## config.mk

```make
export PLATFORM = sky130hd
export DESIGN_NAME = uart_tx_fifo
export DESIGN_NICKNAME = d
export VERILOG_FILES = /design/src/rtl/uart_tx_fifo.sv
export SDC_FILE = /design/constraint.sdc
export NUM_CORES = 1
export LEC_CHECK = 0
export CORE_MARGIN = 2
export CORE_UTILIZATION = 53
export DETAILED_ROUTE_END_ITERATION = 8
export GPL_TIMING_DRIVEN = 0
export PLACE_DENSITY = 0.75
export SLEW_MARGIN = 10
export SYNTH_ARGS = -nofsm -noshare
export SYNTH_HDL_FRONTEND = slang
export SYNTH_SLANG_ARGS = --single-unit
```

## constraint.sdc

```tcl
create_clock -name clk -period 2.33 [get_ports clk]
set_input_delay 0.466 -clock clk [delete_from_list [all_inputs] [get_ports clk]]
set_output_delay 0.466 -clock clk [all_outputs]
set_load 0.02 [all_outputs]
```

## src/rtl/uart_tx_fifo.sv

```systemverilog
// uart_tx_fifo: UART transmitter fed by a byte FIFO.
// Frame is start + 8 data bits (LSB first) + stop, idle-high, with (cfg_div_i+1) cycles per bit.
// Define UART_TX_PARITY_EN to insert an even-parity bit between the data bits and the stop bit.
module uart_tx_fifo #(
  parameter int FIFO_DEPTH = 8,
  parameter int DIV_WIDTH  = 16
) (
  input  logic                          clk,
  input  logic                          rst,
  input  logic [DIV_WIDTH-1:0]          cfg_div_i,
  input  logic [7:0]                    tx_data_i,
  input  logic                          tx_valid_i,
  output logic                          tx_ready_o,
  output logic                          tx_o,
  output logic                          busy_o,
  output logic [$clog2(FIFO_DEPTH):0]   fifo_count_o
);

  localparam int AW = $clog2(FIFO_DEPTH);

  typedef enum logic [2:0] {IDLE, START, DATA, PARITY, STOP} state_t;

  state_t               state;
  logic [7:0]           mem [FIFO_DEPTH];
  logic [AW:0]          wr_ptr, rd_ptr;
  logic [7:0]           shifter;
  logic [DIV_WIDTH-1:0] div_q, baud;
  logic [2:0]           bit_idx;
`ifdef UART_TX_PARITY_EN
  logic                 par;
`endif

  logic full, empty, push, pop, bit_end;

  // The extra pointer MSB tells a full FIFO apart from an empty one.
  assign full         = (wr_ptr[AW] != rd_ptr[AW]) && (wr_ptr[AW-1:0] == rd_ptr[AW-1:0]);
  assign empty        = (wr_ptr == rd_ptr);
  assign tx_ready_o   = !full;
  assign push         = tx_valid_i && !full;
  assign bit_end      = (baud == div_q);
  // Pop when idle, or on the last stop cycle so back-to-back frames have no gap.
  assign pop          = !empty && ((state == IDLE) || (state == STOP && bit_end));
  assign fifo_count_o = wr_ptr - rd_ptr;
  assign busy_o       = (state != IDLE) || !empty;

  // FIFO storage write port (no reset needed, guarded by pointers).
  always_ff @(posedge clk) begin
    if (push) mem[wr_ptr[AW-1:0]] <= tx_data_i;
  end

  // FIFO pointers; push and pop are independent so both can happen in one cycle.
  always_ff @(posedge clk) begin
    if (rst) begin
      wr_ptr <= '0;
      rd_ptr <= '0;
    end else begin
      if (push) wr_ptr <= wr_ptr + (AW+1)'(1);
      if (pop)  rd_ptr <= rd_ptr + (AW+1)'(1);
    end
  end

  // Frame sequencer with registered serial output; divisor is latched per frame at pop.
  always_ff @(posedge clk) begin
    if (rst) begin
      state   <= IDLE;
      tx_o    <= 1'b1;
      baud    <= '0;
      bit_idx <= '0;
      shifter <= '0;
      div_q   <= '0;
`ifdef UART_TX_PARITY_EN
      par     <= 1'b0;
`endif
    end else begin
      case (state)
        IDLE: begin
          tx_o <= 1'b1;
          if (pop) begin
            shifter <= mem[rd_ptr[AW-1:0]];
`ifdef UART_TX_PARITY_EN
            par     <= ^mem[rd_ptr[AW-1:0]];
`endif
            div_q   <= cfg_div_i;
            baud    <= '0;
            state   <= START;
            tx_o    <= 1'b0;
          end
        end
        START: begin
          if (bit_end) begin
            baud    <= '0;
            bit_idx <= '0;
            state   <= DATA;
            tx_o    <= shifter[0];
            shifter <= {1'b0, shifter[7:1]};
          end else begin
            baud <= baud + DIV_WIDTH'(1);
          end
        end
        DATA: begin
          if (bit_end) begin
            baud <= '0;
            if (bit_idx == 3'd7) begin
`ifdef UART_TX_PARITY_EN
              state <= PARITY;
              tx_o  <= par;
`else
              state <= STOP;
              tx_o  <= 1'b1;
`endif
            end else begin
              bit_idx <= bit_idx + 3'd1;
              tx_o    <= shifter[0];
              shifter <= {1'b0, shifter[7:1]};
            end
          end else begin
            baud <= baud + DIV_WIDTH'(1);
          end
        end
`ifdef UART_TX_PARITY_EN
        PARITY: begin
          if (bit_end) begin
            baud  <= '0;
            state <= STOP;
            tx_o  <= 1'b1;
          end else begin
            baud <= baud + DIV_WIDTH'(1);
          end
        end
`endif
        STOP: begin
          if (bit_end) begin
            baud <= '0;
            if (pop) begin
              shifter <= mem[rd_ptr[AW-1:0]];
`ifdef UART_TX_PARITY_EN
              par     <= ^mem[rd_ptr[AW-1:0]];
`endif
              div_q   <= cfg_div_i;
              state   <= START;
              tx_o    <= 1'b0;
            end else begin
              state <= IDLE;
              tx_o  <= 1'b1;
            end
          end else begin
            baud <= baud + DIV_WIDTH'(1);
          end
        end
        default: begin
          state <= IDLE;
          tx_o  <= 1'b1;
        end
      endcase
    end
  end

endmodule

```

Yosys cells after proc, flatten, opt, wreduce, memory -nomap -nowiden
Memories as Yosys holds them, arrays and structs flattened. A register that Yosys moved wholly into a read port is not among the register bits.
Index checks and enable logic that the tools add are counted.
{"block": "totals", "register_bits": 55, "ramBits": 64, "in_bits": 27, "output_inout_bits": 7, "mem_count": 1}
{"name": "mem", "words": 8, "word_bits": 8, "rd": 1, "rd_clocked_by_memory_dff": 1, "wr": 1, "line_no": "24", "source": "logic [7:0] mem [FIFO_DEPTH];"}
{"block": "classes", "addsub": 5, "n_eq_ne": 14, "muxes": 33, "reduce_logical": 21}
{"op": "$mux 16", "count": 4}
{"op": "$pmux 16 s2", "count": 2}
{"op": "$mux 8", "count": 5}
{"op": "$pmux 8 s4", "count": 1}
{"op": "$mux 3", "count": 10}
{"op": "$add 16x1->16 const B", "count": 1}
{"op": "$eq 16x16->1", "count": 1}
{"op": "$ne 2x2->1 const B", "count": 6}
{"op": "$pmux 3 s4", "count": 1}
{"op": "$reduce_and 5->1", "count": 2}
{"op": "$add 4x1->4 const B", "count": 2}
{"op": "$mux 1", "count": 8}
{"op": "$eq 3x3->1 const B", "count": 2}
{"op": "$pmux 3 s2", "count": 1}
{"op": "$reduce_bool 2->1", "count": 3}
{"op": "$eq 4x4->1", "count": 1}
{"op": "$logic_and 1x1->1", "count": 4}
{"op": "$pmux 1 s4", "count": 1}
{"op": "$reduce_and 2->1", "count": 2}
{"op": "$reduce_and 4->1", "count": 1}
{"op": "$reduce_bool 4->1", "count": 1}
{"op": "$sub 4x4->4", "count": 1}
{"op": "$add 3x1->3 const B", "count": 1}
{"op": "$eq 3x1->1 const B", "count": 1}
{"op": "other kinds (9)", "count": 11}

Depth between registers and ports, before layout
Gate-level depths: netlist (run 1).
{"block": "logic_depth", "word_depth": 7, "mapped_depth": 9, "depth_no_buf": 7}

Worst setup path after synthesis (run 1)
Ideal clock, no wire load.
{"block": "synth_path", "path_type": "register to register", "from": "reg rd_ptr[1]", "to": "mem mem[1][0] (enable)", "arrival_time_ns": 2.006, "path_slack_ns": -0.060, "stages_incl_launch_ff": 8, "path_buffers": 1, "period_less_slack_ns": 2.390, "path_cell_list": "dfxtp_1 -> inv_1 -> ha_1 -> and3_1 -> buf_2 -> a21boi_2 -> nand2_1 -> nor3_1"}
{"block": "synth_via", "elab_chain_cells": 6}
{"item": "start, declared", "line_no": "25", "source": "logic [AW:0] wr_ptr, rd_ptr;"}
{"item": "start signal, assigned", "line_no": "58", "source": "if (pop) rd_ptr <= rd_ptr + (AW+1)'(1);"}
{"item": "$eq 3x3->1", "line_no": "36", "source": "assign full = (wr_ptr[AW] != rd_ptr[AW]) && (wr_ptr[AW-1:0] == rd_ptr[AW-1:0]);"}
{"item": "$logic_and 1x1->1", "line_no": "36"}
{"item": "$logic_not 1->1", "line_no": "39", "source": "assign push = tx_valid_i && !full;"}
{"item": "$logic_and 1x1->1", "line_no": "39"}
{"item": "$mux 1", "line_no": "48", "source": "if (push) mem[wr_ptr[AW-1:0]] <= tx_data_i;"}
{"item": "$mux 1 (implied by the code)", "line_no": "48"}
{"item": "end, declared", "line_no": "24"}
No other way between the ends.

Worst setup path in the final report (run 1)
{"block": "layout_path", "from": "reg rd_ptr[0]", "to": "out fifo_count_o[3]"}
{"block": "layout_via", "elab_chain_cells": 1}
{"item": "$sub 4x4->4", "line_no": "43", "source": "assign fifo_count_o = wr_ptr - rd_ptr;"}
{"item": "end, declared", "line_no": "16", "source": "output logic [$clog2(FIFO_DEPTH):0] fifo_count_o"}
No other way between the ends.

==> flow_results.org, run 1 <==
** Critical path
- Data required time at the worst endpoint :: 1.86 ns
- Startpoint type of the worst setup path :: register
- Following the worst setup path forward leads to its endpoint at fifo_count_o[3].
- Data arrival at the endpoint of the critical path :: 1.84 ns
- The worst register-to-register path begins at rd_ptr[0].
- Kind of critical path :: register to primary output
- Together, buffers and inverters on the worst path number 2.
- The critical path starts at rd_ptr[0].
- Walking the worst path, the cells encountered are ha_2 > inv_1 > a21o_1 > a21oi_2 > xnor2_1 > buf_4.
- Reg2reg setup slack :: 0.11 ns
- The slowest stage of the critical path is the dfxtp_2 cell.
- The critical path runs through a total of 6 cells.
- Biggest cell delay along the critical path :: 0.39 ns
- Endpoint kind of the worst setup timing path :: primary output
- Maximum fanout count along the critical path :: 5
- The kind of cell with the highest combined delay along the critical path is flip-flops.
- In this run the critical register-to-register path is captured at rd_ptr[1].
- For the worst flop-to-flop path, the logic depth is 8.

** Global routing
- Initial antenna violation count :: 0
- Maximum number of pins on one net before global-route repair :: 17
- Global routing consumed, over all layers together, 21.85% of the routing resources.
- The number of global-route vias before repair is 3675.
- Global-route wire length before repair :: 18530 um
- GRT Residual Overflow :: 0

** STA
- Measured slew at the worst slew-check pin :: 0.6292 ns
- Post-route clock period utilization :: 99.11%
- Tightest slew margin relative to the limit :: 58.06%
- The number of max-slew violations in the final report was 0.
- Derived from the worst setup path, the maximum achievable clock frequency is 433.0 MHz.
- Setup repair after global routing could not meet its margin everywhere.
- Final setup violation count :: 0
- For the final database, setup skew stands at 0.008446 ns.
- The smallest clock period supported by the final layout is computed as 2.309 ns.
- The number of hold-slack violations in the final timing report is 0.

** Drt
- Using the TritonRoute via totals, the vias-per-cell ratio works out to 5.495.
- The pre-antenna-repair detailed-routing pass consisted of 4 iterations.
- Count of nets left with antenna violations after detail routing :: 0
- First-iteration detailed-routing DRC count :: 137
- Routed WL :: 11890 um
- The routed layout has 3638 vias.
- After detailed routing, the number of remaining DRC violations is 0.
- Wire length per cell :: 17.96 um

** Placed design
- At the end of routability-driven placement, the weighted congestion stood at 0.8169.
- Total half-perimeter wirelength after legalization and detailed placement :: 7650 um
- Port buffering added 33 buffers.
- Once placement completed, the tool counted placed cells totaling 620.
- Summing all placed instances gives a cell area of 0.006121 mm^2.

** Power and ir drop
- Areal power density over the cells :: 1134 mW/mm^2
- Static leakage :: 2.512 nW
- The worst-case IR drop observed on VDD is 0.6303 mV.
- Power comes to 7.853 mW.

** CTS
- CTS clk-pin slew, worst paths :: 0.06 ns
- TritonCTS built the clock tree.
- The tree is rooted in a clkbuf_8.
- H-tree depth :: 4
- The later pin in the worst-skew pair is clocked with a latency of 0.53 ns.
- The clock drives 122 sinks.
- In this run the deepest clock path goes through 2 buffers.
- Count of hold buffers inserted by post-cts repair :: 0
- In this run, CTS created clock tree buffers numbering 17.

** Logic synthesis
- Average cell area after synthesis :: 12.44 um^2
- Synthesized netlist net count :: 487
- In this run, synthesis produced a sequential element count of 122.
- During synthesis, Yosys emitted a total of 0 warnings.
- Distinct cells, synth :: 54
- Sequential cell area fraction in the yosys report :: 54.95%
- Summing every instance area after synthesis gives 0.005610 mm^2.
- Synthesis produced 451 cells.

** Finish
- The multi-input combinational cells in the finished layout cover a total of 0.002486 mm^2.
- Fraction of final layout cells sized beyond drive strength 1 :: 21.48%
- Summing all flip-flop and latch instances after layout gives 0.003099 mm^2.
- Inserted Diodes :: 0
- Finished Cell Area :: 0.006924 mm^2
- Relative to the synthesized area, the layout overhead comes to 23.42%.
- The net count of the finished layout is 549.
- Layout fillers :: 727
- Once layout is complete, the cells apart from fillers number 662.

** Die
- The initial utilization of the core area, before any placement, comes to 54.34%.
- Cell row count :: 37
- The die is 106.9 um wide.
- From bottom edge to top edge, the die measures 106.9 um.
- I/O pins :: 34
- Area of the core :: 0.01032 mm^2
- The die covers 0.01142 mm^2.

** Status
- The run finished with clean final reports.

** Job
- Across the run, the number of max-cap violations was 0.

** Min path
- The worst hold path begins at shifter[5].
- The min-delay analysis places its worst path in the category register to register.
cell families (layout without fill, tap and decap cells):
logic type | Yosys count | in the layout | share of synthesized area (%)
flip-flops | 122 | 122 | 54.95
buffers and inverters | 37 | 112 | 3.412
AND/OR/NAND/NOR | 147 | 147 | 14.32
multiplexers | 55 | 55 | 13.49
adder cells (fa/ha/maj) | 10 | 10 | 2.342
XOR/XNOR | 33 | 33 | 5.286
AO/OA/AOI/OAI | 47 | 47 | 6.200
metrics by stage:
| stage | hold WS [ns] | setup TNS (ns) | utilization [%] | setup WS (ns) |
|---|---|---|---|---|
| after global routing | 0.5064 | -0.1138 | 67.07 | -0.04046 |
| after floorplan | 0.4491 | -0.8847 | - | -0.05964 |
| after detailed placement | 0.4743 | -28.69 | 59.29 | -0.4180 |
| after global placement | 0.4616 | -31.40 | 59.19 | -0.7699 |
| final | 0.4835 | 0 | 67.07 | 0.02067 |
| after CTS | 0.4843 | 0 | 66.19 | 0.003964 |
synth_stat cells (all sizes together):
cell type,count,area share [%]
nand2b,46,5.1
nand3,6,0.54
nor3,7,0.71
edfxtp,64,34
xor2,21,3.3
o21ai,7,0.62
a2111oi,1,0.18
a211o,8,1.2
a21oi,14,1.3
nor2,41,2.7
maj3,1,0.20
a311oi,1,0.16
a31oi,1,0.22
or4,1,0.13
mux2i,34,6.1
o211ai,2,0.27
nor4,7,1.2
clkbuf,9,0.60
nor4b,2,0.42
nand2,17,1.1
a211oi,4,0.62
a22o,1,0.16
or3b,1,0.16
nor2b,4,0.45
ha,8,1.8
and3,3,0.33
buf,15,1.9
a21o,4,0.54
fa,1,0.36
o21bai,1,0.13
a311o,2,0.54
or3,4,0.45
inv,13,0.87
dfxtp,58,21
xnor2,12,2.0
mux4,16,6.4
or2,1,0.11
nand4,5,0.56
a21boi,1,0.20
or4b,1,0.18
mux2,5,1.0
and2,1,0.11
flip-flops by register name, indices dropped and copies added (netlist names), named ones only:
name and flops:
wr_ptr 4, state 3, div_q 16, baud 16, mem 64, bit_idx 3
shifter 8, tx_o 1, rd_ptr 4
worst reg2reg max path: stages (launching register included):
cell     delay [ns]
dfxtp_2        0.39
ha_2           0.30
and3_4         0.16
buf_6          0.13
a211o_1        0.37
a21oi_2        0.17
buf_6          0.13
buf_6          0.18
mux2i_4        0.29
report_power, final:
part,switching [mW],internal (mW)
clock,1.00,1.43
combinational,1.44,1.30
sequential,0.173,2.51
area by class of cell:
type | instances | area share, %
Buffer | 24 | 2.205
Clock buffer | 17 | 5.981
Clock inverter | 15 | 2.024
Inverter | 13 | 0.7047
Multi-Input combinational cell | 292 | 35.91
Sequential cell | 122 | 44.76
Tap cell | 136 | 2.458
Timing Repair Buffer | 43 | 5.963
worst min-delay path by stage:
stage / endpoint / cells past startpoint
finish: shifter[5] / 2
floorplan: shifter[0] / 2
global route: shifter[1] / 2
CTS: shifter[1] / 2
detailed placement: shifter[2] / 2
global placement: shifter[2] / 2
metal layers:
layer	share of wire, %	global-route usage [%]	vias up
li1	-	-	1759
met1	43	25.47	1783
met2	52	38.22	73
met3	3.1	5.167	23
met4	2.3	9.926	0
met5	0	0	-
placed cells by master, fill, tap and decap left out, types with 4 or more instances in the layout:
cell type         n
a211o_1           8
mux2i_1          33
mux4_2           16
inv_6             5
o21ai_0           5
edfxtp_1         64
nor2b_1           4
or3_1             4
clkdlybuf4s50_1  27
a21o_1            4
mux2_1            5
nor3_1            4
buf_4            10
inv_1            11
clkbuf_16        16
nor4_1            4
clkinv_4          5
ha_1              5
xnor2_1          11
dfxtp_1          51
nand4_1           5
nand3_1           6
buf_2             8
nor2_1           35
nor2_4            6
nand2b_1         46
nand2_1          15
clkbuf_1          9
xor2_1           21
a21oi_1          11
buf_6             8
dfxtp_2           4
repair_timing:
action / 4_1_cts / 5_1_grt
cloned: 0 / 1
setup endpoints to repair: 94 / 94
gates resized for setup: 55 / 15
buffers inserted: 5 / 4
pin swaps: 5 / 4
Power figures use the tool's default switching activity.
==> inputs of run 2 (changes only) <==
--- a/config.mk
+++ b/config.mk
@@ -10,7 +10,7 @@
 export DETAILED_ROUTE_END_ITERATION = 8
 export GPL_TIMING_DRIVEN = 0
 export PLACE_DENSITY = 0.75
-export SLEW_MARGIN = 10
+export SLEW_MARGIN = 30
 export SYNTH_ARGS = -nofsm -noshare
 export SYNTH_HDL_FRONTEND = slang
 export SYNTH_SLANG_ARGS = --single-unit
==> results of run 2 <==
No change in the layout: final DEF, timing and power equal those of run 1.
